==> config.mk <==
export PLATFORM = sky130hd
export DESIGN_NAME = ps2_key_fifo
export DESIGN_NICKNAME = d
export VERILOG_FILES = /design/src/rtl/ps2_key_fifo.sv
export SDC_FILE = /design/constraint.sdc
export NUM_CORES = 1
export LEC_CHECK = 0
export ABC_CLOCK_PERIOD_IN_PS = 3300
export BUFFER_PORTS_ARGS = -buffer_cell sky130_fd_sc_hd__buf_4
export CAP_MARGIN = 20
export CELL_PAD_IN_SITES_DETAIL_PLACEMENT = 1
export CELL_PAD_IN_SITES_GLOBAL_PLACEMENT = 1
export CORE_ASPECT_RATIO = 0.8
export CORE_MARGIN = 10
export CORE_UTILIZATION = 53
export CTS_CLUSTER_DIAMETER = 120
export CTS_CLUSTER_SIZE = 40
export DETAILED_ROUTE_END_ITERATION = 10
export GPL_TIMING_DRIVEN = 0
export PLACE_DENSITY = 0.78
export SYNTH_ARGS = -nofsm -noshare
export SYNTH_HDL_FRONTEND = slang
export SYNTH_SLANG_ARGS = --single-unit
==> constraint.sdc <==
create_clock -name clk_sys -period 3.3 [get_ports clk_sys]
set_clock_uncertainty 0.1 [all_clocks]
set_input_delay 0.495 -clock clk_sys [delete_from_list [all_inputs] [get_ports clk_sys]]
set_output_delay 0.495 -clock clk_sys [all_outputs]
set_load 0.03 [all_outputs]
==> src/rtl/ps2_key_fifo.sv <==
// Keyboard event queue between the hps_io ps2_key toggle bus and the system CPU.
// A first-word-fall-through FIFO of {pressed, extended, scancode} with count and sticky overflow.
module ps2_key_fifo #(
  parameter int DEPTH = 16,
  parameter int AW    = 4
) (
  input  logic          clk_sys,
  input  logic          reset_n,
  input  logic [10:0]   ps2_key,
  input  logic          rd,
  output logic [9:0]    data,
  output logic          empty,
  output logic [AW:0]   count,
  output logic          overflow,
  input  logic          clr_overflow
);

  logic [9:0]    mem [DEPTH];
  logic [AW-1:0] wr_ptr;
  logic [AW-1:0] rd_ptr;
  logic          armed;
  logic          toggle_q;

  logic          full;
  logic          new_event;
  logic          do_pop;
  logic          do_push;
  logic          drop;
  logic [AW:0]   count_next;

  always_comb begin
    full       = (count == (AW+1)'(DEPTH));
    new_event  = armed && (ps2_key[10] != toggle_q);
    do_pop     = rd && !empty;
    // A pop on the same edge frees a slot, so a full queue still accepts the push.
    do_push    = new_event && (!full || do_pop);
    drop       = new_event && full && !do_pop;
    count_next = count;
    if (do_push && !do_pop)
      count_next = count + (AW+1)'(1);
    else if (do_pop && !do_push)
      count_next = count - (AW+1)'(1);
  end

  always_ff @(posedge clk_sys or negedge reset_n) begin
    if (!reset_n) begin
      wr_ptr   <= '0;
      rd_ptr   <= '0;
      count    <= '0;
      empty    <= 1'b1;
      overflow <= 1'b0;
      armed    <= 1'b0;
      toggle_q <= 1'b0;
    end else begin
      // The first edge after reset only captures the current toggle level.
      if (!armed) begin
        armed    <= 1'b1;
        toggle_q <= ps2_key[10];
      end else if (new_event) begin
        toggle_q <= ps2_key[10];
      end
      if (do_push)
        wr_ptr <= wr_ptr + AW'(1);
      if (do_pop)
        rd_ptr <= rd_ptr + AW'(1);
      count <= count_next;
      empty <= (count_next == '0);
      if (drop)
        overflow <= 1'b1;
      else if (clr_overflow)
        overflow <= 1'b0;
    end
  end

  always_ff @(posedge clk_sys) begin
    if (do_push)
      mem[wr_ptr] <= ps2_key[9:0];
  end

  assign data = mem[rd_ptr];

endmodule

Word level (Yosys, flattened, before mapping)
Memories as Yosys holds them, arrays and structs flattened.
Cells that the tools add are included.
{"block": "totals", "output_inout_bits": 17, "ram_bits": 160, "regBits": 17, "n_memories": 1}
{"name": "mem", "words": 16, "width": 10, "rd": 1, "rd_ports_with_merged_regs": 0, "wr": 1, "line": "18", "source": "logic [9:0] mem [DEPTH];"}
{"block": "op_classes", "n_addsub": 4, "mux": 8, "n_reduce_logical": 14, "n_eq_ne": 3}
{"cell": "$mux W5", "count": 2}
{"cell": "$add A4 B1 Y4 const B", "count": 2}
{"cell": "$logic_and A1 B1 Y1", "count": 7}
{"cell": "$mux W1", "count": 6}
{"cell": "$add A5 B1 Y5 const B", "count": 1}
{"cell": "$eq A5 B5 Y1 const B", "count": 1}
{"cell": "$logic_not A5 Y1", "count": 1}
{"cell": "$sub A5 B1 Y5 const B", "count": 1}
{"cell": "$logic_not A1 Y1", "count": 4}
{"cell": "$ne A2 B1 Y1 const B", "count": 1}
{"cell": "$reduce_bool A2 Y1", "count": 1}
{"cell": "$logic_or A1 B1 Y1", "count": 1}
{"cell": "$ne A1 B1 Y1", "count": 1}

Longest topological paths before layout
Gate-level depths: netlist (run 1).
{"block": "depth", "ltp_word": 9, "depth_mapped": 7, "ltp_nobuf": 7}

Worst setup path after synthesis (run 1)
Ideal clock, no wire load.
{"block": "synth_path", "kind": "flip-flop to flip-flop", "from": "register count[0]", "to": "memory mem[5][0] (enable)", "path_buffers": 1, "setup_time_ns": 0.390, "t_arrival_ns": 2.474, "t_required_ns": 2.810, "setup_slack_ns": 0.336, "path_stages_with_launch": 8, "synth_period_minus_slack_ns": 2.964, "path_cell_list": "dfrtp_1 > inv_1 > ha_1 > nor3b_2 > a311oi_2 > buf_2 > nand2_1 > nor3_1"}
{"block": "synth_between", "elab_chain_len": 6}
{"item": "start, declared", "line": "13", "source": "output logic [AW:0] count,"}
{"item": "start signal, assigned", "line": "66", "source": "count <= count_next;"}
{"item": "$eq A5 B5 Y1", "line": "32", "source": "full = (count == (AW+1)'(DEPTH));"}
{"item": "$logic_not A1 Y1", "line": "36", "source": "do_push = new_event && (!full || do_pop);"}
{"item": "$logic_or A1 B1 Y1", "line": "36"}
{"item": "$logic_and A1 B1 Y1", "line": "36"}
{"item": "$mux W1", "line": "76", "source": "if (do_push)"}
{"item": "$mux W1 (not written as such)", "line": "77", "source": "mem[wr_ptr] <= ps2_key[9:0];"}
{"item": "end, declared", "line": "18"}
No other way between the ends.

Worst setup path in the final report (run 1)
{"block": "layout_path", "from": "register count[0]", "to": "memory mem[11][1] (enable)"}
Same word-level chain as after synthesis.

==> results of run 1 <==
-- timing repair --
item,in CTS,in global routing
resized for setup,1,13
setup buffers,0,0
endpoints found under the hold margin,16,0
hold buffers,1,0
endpoints found under the setup margin,3,85
-- power groups by stage --
stage                     logic (mW)  registers, mW  clock network [mW]
final                           2.66           2.78                2.11
after global routing            2.87           2.80                2.21
after CTS                       2.63           2.78                2.13
after detailed placement        2.60           2.82                   0
after global placement          2.49           2.80                   0
after floorplan                 1.62           2.85                   0
-- sequential cells by signal, indices dropped and copies added, names as in the netlist --
signal / cells
overflow: 1
count: 5
empty: 1
mem: 160
armed: 1
wr_ptr: 4
rd_ptr: 4
toggle_q: 1
-- path summary, 6_finish.rpt --
kind                                   start         end  slack (ns)  cells after the start
worst min register to register      overflow    overflow        0.44                      2
min in group asynchronous            reset_n   wr_ptr[0]        0.36                      2
worst max-delay path                count[0]  mem[11][1]        0.13                      7
max in group asynchronous            reset_n       empty        2.47                      2
worst max register to register      count[0]  mem[11][1]        0.13                      7
worst min-delay path            clr_overflow    overflow        0.15                      2
-- cell families (layout without fill, tap and decap cells) --
group | count (synthesis) | count (layout) | synth area share
DFF | 177 | 177 | 0.736
adders and majority gates | 7 | 7 | 0.0123
muxes | 60 | 60 | 0.122
other | 1 | 1 | 0.000528
AOI/OAI and AO/OA | 64 | 64 | 0.0592
buffers and inverters | 30 | 96 | 0.0187
and+or+nand+nor | 53 | 53 | 0.0366
xor gates and xnor gates | 12 | 12 | 0.0148
-- placed cells by master (no fill, tap or decap), types with 3 or more instances in the layout --
master	n
clkbuf_16	17
dfrtp_1	16
edfxtp_1	160
buf_2	4
a21oi_1	11
a22oi_1	11
bufinv_16	3
inv_1	10
and2_1	5
nand2_1	22
nand3_1	5
buf_6	3
o21ai_0	24
a221oi_1	9
buf_4	34
clkinv_4	3
clkbuf_1	10
xnor2_1	10
inv_6	7
ha_1	7
mux2_2	10
mux4_2	20
mux2i_1	30
nor3_2	6
-- metrics by stage --
step | power (mW) | std cells | setup slack (ns)
after global routing | 7.88 | 645 | -0.0602
final | 7.55 | 645 | 0.128
after CTS | 7.54 | 643 | 0.0270
after floorplan | 4.47 | 404 | 0.336
after detailed placement | 5.42 | 610 | 0.0554
after global placement | 5.29 | 610 | -0.177
-- area by class of cell --
class	instances	area [um^2]
clock buffer	17	425
inverter	10	37.5
sequential	177	5230
buffer	20	111
tap	175	219
multi-input combinational	197	1810
fill	1139	4720
clock inverter	15	194
timing repair buffer	34	258
-- layer usage --
layer | vias to the layer above | share of wire | wire length, um | track usage
met5 | - | 0 | 0 | 0
met4 | 0 | 0.014 | 229 | 0.0692
met3 | 17 | 0.058 | 974 | 0.0471
met2 | 122 | 0.49 | 8290 | 0.309
met1 | 2020 | 0.44 | 7420 | 0.254
li1 | 1705 | - | - | -
-- worst max-delay path: stages, from the launching register on --
cell and delay, ns:
dfrtp_1 0.49, inv_1 0.12, ha_1 0.23, nor3b_2 0.18
a311oi_2 0.33, buf_2 0.30, nand2_1 0.24, nor3_2 0.79
==> metrics.txt, run 1 <==
status completed; first-pass GRT wire length 25700 um; Routed WL 16900 um; Sw Ratio 0.360; gpl congestion 0.822; vias in the first global route 4180; layout cells sized above 1 0.260; crit path capture type flop; Ports 32; dpl cell area 7600 um^2; Worst Path Required 3.25 ns; CTS Buf Count 17; Max Clock Freq 315 MHz; Max Transition Viols Final 0; Most used DFF post-synth edfxtp_1; pwr/cell area 911 nW/um^2; antenna violations before repair 0; Wirelength per Cell 26.2 um; dominant cells by area after synthesis edfxtp_1, mux4_2, dfrtp_1, mux2i_1, o21ai_0; row count 37; setup_tns 0 ns; Hold Vio Cnt, Final 0; DR pass1 iterations 5; Worst Max-Slew Pin Slew 1.02 ns; Die Area 18500 um^2; Clk Latency, worst-skew pair 0.43 ns; YS warnings 0; ANT nets after route 0; kind of critical path flop to flop; number of nets in the layout 479; crit-path max FO 10; vias per std cell 5.99; NetSw 2.72 mW; via count 3864; minimum clock period 3.17 ns; Int Power 4.83 mW; Worst setup SP type flop; Clock Tree Buf Depth 2; initial DRC count 383; Sink Count 177; RSZ-0062 raised after global routing yes; CTS tree yes; Hold WS 0.147 ns; die width 149 um; layout overhead on the synthesized area 16.6%; Root Driver clkbuf_16; post-synth top area share 0.676; Clk pin slew, worst setup/hold paths 0.07 ns; Post-synth ARST share 0.0960; HP Class input pin to flop; H-tree levels 4; part of the power in registers 0.368; hpwl dp 11100 um; relative slew slack 0.318; Synth Instances 404; Post-Syn Area 7100 um^2; Syn Area/Cell 17.6 um^2; Util after Layout 0.637; Comb pwr share 0.352; sequential share of the synthesized area 0.736; clock network power share 0.280; Lkg Pwr 2.86 nW; # setup viols final 0; Synth top cells by count edfxtp_1, mux2i_1, o21ai_0, nand2_1, mux4_2; count of state elements after synthesis 177; syn nets 426; Final Cycle Share 0.961; crit path DAT 3.12 ns; Post-synth EDFFs 160; Netlist cell types 35; Overflow after GRT 0; Synth area leader edfxtp_1; PortBufs 31; initial core utilization 0.546; most instantiated library cell after synthesis edfxtp_1; largest net degree at the start of global routing 18; area of the core 13000 um^2; ANT cells 0; peak supply drop 620 uV; post-route cell area 8280 um^2; die extent in y 124 um; DRC 0; gr usage total 0.193; max cap viols 0
No activity file was read; power rests on OpenSTA's default activity.
==> inputs of run 2 (changes only) <==
--- a/config.mk
+++ b/config.mk
@@ -6,7 +6,7 @@
 export NUM_CORES = 1
 export LEC_CHECK = 0
 export ABC_CLOCK_PERIOD_IN_PS = 3300
-export BUFFER_PORTS_ARGS = -buffer_cell sky130_fd_sc_hd__buf_4
+export BUFFER_PORTS_ARGS = -buffer_cell sky130_fd_sc_hd__buf_2
 export CAP_MARGIN = 20
 export CELL_PAD_IN_SITES_DETAIL_PLACEMENT = 1
 export CELL_PAD_IN_SITES_GLOBAL_PLACEMENT = 1
==> run 2 against run 1 <==
Final area is 1.7% lower. Hold slack better by 0.013 ns. Cell count stayed put. Sequential cell count stayed put. Via count is 0.78% lower. Critical endpoint is now data[4]. Largest cell class unchanged. Highest routed layer unchanged.
==> metrics.txt, run 2 (synthesis results as in run 1) <==
status completed; Buffers & Inverters on Critical Path 3; DRC 0; Clock Tree Buf Depth 2; gr usage total 0.190; minimum clock period 3.18 ns; die extent in y 124 um; CTS tree yes; Final Cycle Share 0.963; layout overhead on the synthesized area 14.6%; Sink Count 177; Max stage delay cell, worst path mux2_2; crit path capture type output pin; hpwl dp 10900 um; CTS Buf Count 17; commonest non-fill, non-tap cell in the layout edfxtp_1; initial core utilization 0.546; Lkg Pwr 2.78 nW; row count 37; biggest regs mem: 160 flops, count: 5 flops; die width 149 um; vias per std cell 5.94; cell family with most CP delay buffers and inverters; HP Class input pin to flop; number of nets in the layout 480; gpl congestion 0.808; peak supply drop 494 uV; PortBufs 31; Worst Path Required 2.70 ns; Max Clock Freq 315 MHz; Wirelength per Cell 25.7 um; Worst setup SP type flop; CP max stage delay 0.38 ns; DR pass1 iterations 4; vias in the first global route 4065; Routed WL 16600 um; initial DRC count 429; antenna violations before repair 0; Overflow after GRT 0; kind of critical path flop to output pin; first-pass GRT wire length 25400 um; # setup viols final 0; crit path DAT 2.58 ns; layout cells sized above 1 0.240; Die Area 18500 um^2; most frequent cells in the layout edfxtp_1, buf_2, mux2i_1; total chip power 7.20 mW; Clk pin slew, worst setup/hold paths 0.06 ns; setup_tns 0 ns; Hold Vio Cnt, Final 0; area of the core 13000 um^2; Largest register FFs 160; pwr/cell area 884 nW/um^2; CP cell instances buf_2, buf_4, mux2_2, o21ai_0, a21oi_1, o21ai_0, nand2_1, buf_2; Max Transition Viols Final 0; via count 3834; largest net degree at the start of global routing 20; Root Driver clkbuf_16; max cap viols 0; Clk Latency, worst-skew pair 0.43 ns; ANT cells 0; Ports 32; relative slew slack 0.319; Worst Max-Slew Pin Slew 1.02 ns; most flop-heavy register mem; RSZ-0062 raised after global routing yes; ANT nets after route 0; number of setup buffers added after CTS 0; crit-path max FO 10; H-tree levels 4
[run 2: cell type report]
class	count	area, um^2
Sequential cell	177	5230
Fill cell	1149	4870
Multi-Input combinational cell	197	1800
Clock buffer	20	437
Tap cell	175	219
Timing Repair Buffer	36	206
Clock inverter	11	116
Buffer	19	96.3
Inverter	10	37.5
[run 2: worst paths after layout]
| path | slack (ns) | from | end | cells past startpoint |
|---|---|---|---|---|
| max | 0.12 | rd_ptr[0] | data[4] | 8 |
| min | 0.16 | clr_overflow | overflow | 2 |
| max reg2reg | 0.21 | count[0] | mem[9][8] | 7 |
| min reg2reg | 0.43 | overflow | overflow | 2 |
| max in group asynchronous | 2.34 | reset_n | empty | 2 |
| min in group asynchronous | 0.43 | reset_n | wr_ptr[1] | 2 |
[run 2: layer usage]
metal / vias up / track usage / routed length, um
met5: - / 0 / 0
met4: 0 / 0.0569 / 160
met3: 17 / 0.0431 / 1190
met2: 113 / 0.298 / 8050
met1: 2006 / 0.263 / 7160
li1: 1698 / - / -
[run 2: what timing repair did]
item                                   4_1_cts  5_1_grt
setup endpoints to repair                    3       13
gates resized for setup                      0        6
hold buffers                                 1        0
gates cloned                                 0        0
endpoints found under the hold margin       16        0
[run 2: worst register-to-register path, cell delays in order, from the launching register on]
cell	delay [ns]
dfrtp_1	0.47
inv_1	0.11
ha_1	0.22
nor3b_2	0.18
a311oi_2	0.33
buf_2	0.29
nand2_1	0.18
nor3_2	0.83
[run 2: report_power, final]
part           total, mW  switching [mW]  leakage, nW  internal [mW]
clock               1.91           0.805        0.259           1.10
sequential          2.77           0.134         1.64           2.64
combinational       2.52            1.65        0.881          0.870
total               7.20            2.59         2.78           4.61
[run 2: stage by stage]
| stage | cell area, um^2 | utilization | setup WS, ns | cells | hold WS, ns |
|---|---|---|---|---|---|
| 3_5_place_dp | 7520 | 0.578 | 0.148 | 610 | 0.343 |
| 4_1_cts | 8080 | 0.621 | 0.0109 | 641 | 0.141 |
| 3_3_place_gp | 7480 | 0.575 | -0.154 | 610 | 0.347 |
| 6_report | 8140 | 0.626 | 0.122 | 645 | 0.160 |
| 2_1_floorplan | 7100 | - | 0.336 | 404 | 0.0994 |
| 5_1_grt | 8140 | 0.626 | -0.0359 | 645 | 0.150 |
==> inputs of run 3 (changes only) <==
--- a/config.mk
+++ b/config.mk
@@ -5,12 +5,12 @@
 export SDC_FILE = /design/constraint.sdc
 export NUM_CORES = 1
 export LEC_CHECK = 0
-export ABC_CLOCK_PERIOD_IN_PS = 3300
+export ABC_CLOCK_PERIOD_IN_PS = 3400
 export BUFFER_PORTS_ARGS = -buffer_cell sky130_fd_sc_hd__buf_2
 export CAP_MARGIN = 20
 export CELL_PAD_IN_SITES_DETAIL_PLACEMENT = 1
 export CELL_PAD_IN_SITES_GLOBAL_PLACEMENT = 1
-export CORE_ASPECT_RATIO = 0.8
+export CORE_ASPECT_RATIO = 1.2
 export CORE_MARGIN = 10
 export CORE_UTILIZATION = 53
 export CTS_CLUSTER_DIAMETER = 120
@@ -18,6 +18,7 @@
 export DETAILED_ROUTE_END_ITERATION = 10
 export GPL_TIMING_DRIVEN = 0
 export PLACE_DENSITY = 0.78
+export SLEW_MARGIN = 20
 export SYNTH_ARGS = -nofsm -noshare
 export SYNTH_HDL_FRONTEND = slang
 export SYNTH_SLANG_ARGS = --single-unit
==> constraint.sdc (replaced) <==
create_clock -name clk_sys -period 3.4 [get_ports clk_sys]
set_clock_uncertainty 0.1 [all_clocks]
set_input_delay 0.51 -clock clk_sys [delete_from_list [all_inputs] [get_ports clk_sys]]
set_output_delay 0.51 -clock clk_sys [all_outputs]
set_load 0.03 [all_outputs]
==> run 3 against run 2 <==
Power decreased by 2.0%. Non-clock buffer count increased by 5. Wire length increased by 3.1%. Cell count decreased by 0.16%. Sequential cell count unchanged. Register-to-register slack improved by 0.06 ns. Sequential power decreased by 3%. Critical path depth unchanged. Clock-buffer cell count unchanged. Combinational power decreased by 2%.
==> metrics.txt, run 3 (synthesis results as in run 1) <==
Max Transition Viols Final 0; via count 3917; HP Class input pin to flop; Clock Tree Buf Depth 2; relative slew slack 0.274; Die Area 18500 um^2; Root Driver clkbuf_16; Int Power 4.49 mW; Comb pwr share 0.350; Routed WL 17100 um; Worst setup SP type flop; area of the core 13200 um^2; number of nets in the layout 485; Ports 32; DR pass1 iterations 4; largest net degree at the start of global routing 18; crit path capture type output pin; initial DRC count 327; RSZ-0062 raised after global routing yes; vias in the first global route 4380; Final Cycle Share 0.978; antenna violations before repair 0; layout overhead on the synthesized area 14.9%; minimum clock period 3.32 ns; die width 126 um; Sink Count 177; CTS Buf Count 17; dpl cell area 7570 um^2; most frequent cells in the layout edfxtp_1, buf_2, mux2i_1; number of setup buffers added after CTS 0; crit path DAT 2.71 ns; total chip power 7.05 mW; max cap viols 0; PortBufs 31; gpl congestion 0.783; most flop-heavy register mem; ANT nets after route 0; die extent in y 147 um; Worst Path Required 2.79 ns; row count 46; peak supply drop 436 uV; Sw Ratio 0.363; initial core utilization 0.539; Largest register FFs 160; # setup viols final 0; # placed instances 611; setup_tns 0 ns; commonest non-fill, non-tap cell in the layout edfxtp_1; Clk pin slew, worst setup/hold paths 0.07 ns; hpwl dp 11300 um; ANT cells 0; gr usage total 0.191; Hold Path Stages 2; final cell count without fillers 644; layout cells sized above 1 0.254; vias per std cell 6.08; DRC 0; NetSw 2.56 mW; biggest regs mem: 160 flops, count: 5 flops; H-tree levels 4; Hold Vio Cnt, Final 0; crit-path max FO 10; first-pass GRT wire length 26600 um; CTS tree yes; reg2reg path depth 7; Wirelength per Cell 26.5 um; clock network power share 0.269; pwr/cell area 864 nW/um^2; part of the power in registers 0.381; post-route cell area 8160 um^2; Max Clock Freq 301 MHz; Worst Max-Slew Pin Slew 1.09 ns; kind of critical path flop to output pin; Overflow after GRT 0; Lkg Pwr 2.81 nW; # fillers 1189; Clk Latency, worst-skew pair 0.43 ns; status completed
==> run 3: what timing repair did <==
action | CTS | global route
setup endpoints to repair | 1 | 24
cloned | 0 | 0
hold buffers | 1 | 0
endpoints found under the hold margin | 16 | 0
gates resized for setup | 1 | 2
==> run 3: power by group through the flow <==
stage	logic [mW]	registers, mW	clock network (mW)
after floorplan	1.58	2.76	0
after global placement	2.30	2.71	0
after detailed placement	2.42	2.73	0
after CTS	2.48	2.69	1.91
after global routing	2.64	2.71	1.99
final	2.47	2.68	1.90
==> run 3: final timing paths <==
check                                   from          to  slack (ns)
worst max-delay path               rd_ptr[0]     data[6]        0.08
worst min-delay path            clr_overflow    overflow        0.17
worst max register to register      count[0]  mem[15][8]        0.27
worst min register to register      overflow    overflow        0.44
max in group asynchronous            reset_n       empty        2.42
min in group asynchronous            reset_n    count[4]        0.45
==> run 3: layout make-up <==
cell class                      count  area (um^2)  share of cell area
Buffer                             20          100              0.0123
Clock buffer                       20          437              0.0535
Clock inverter                     12          136              0.0167
Inverter                           10         37.5             0.00460
Multi-Input combinational cell    197         1780               0.219
Sequential cell                   177         5230               0.641
Tap cell                          168          210              0.0258
Timing Repair Buffer               40          225              0.0276
==> run 3: critical path, cell delays in order (launching register included) <==
cell and delay, ns:
dfrtp_1 0.37, buf_2 0.23, buf_4 0.29, clkbuf_4 0.31, mux2i_1 0.10, a21oi_1 0.42, o21ai_0 0.20, nand2_1 0.15
buf_2 0.21
==> run 3: per-stage QoR <==
step | utilization | hold slack [ns] | setup slack, ns
after CTS | 0.619 | 0.165 | 0.0134
after global placement | 0.567 | 0.360 | -0.114
after global routing | 0.619 | 0.175 | -0.0242
after detailed placement | 0.574 | 0.365 | 0.261
after floorplan | - | 0.114 | 0.436
final | 0.619 | 0.169 | 0.0761
==> run 3: layer usage <==
metal	GRT usage	up-vias	part of all wire
met1	0.218	2048	0.38
met2	0.338	114	0.54
li1	-	1716	-
met5	0	-	0
met3	0.0349	39	0.042
met4	0.0888	0	0.039
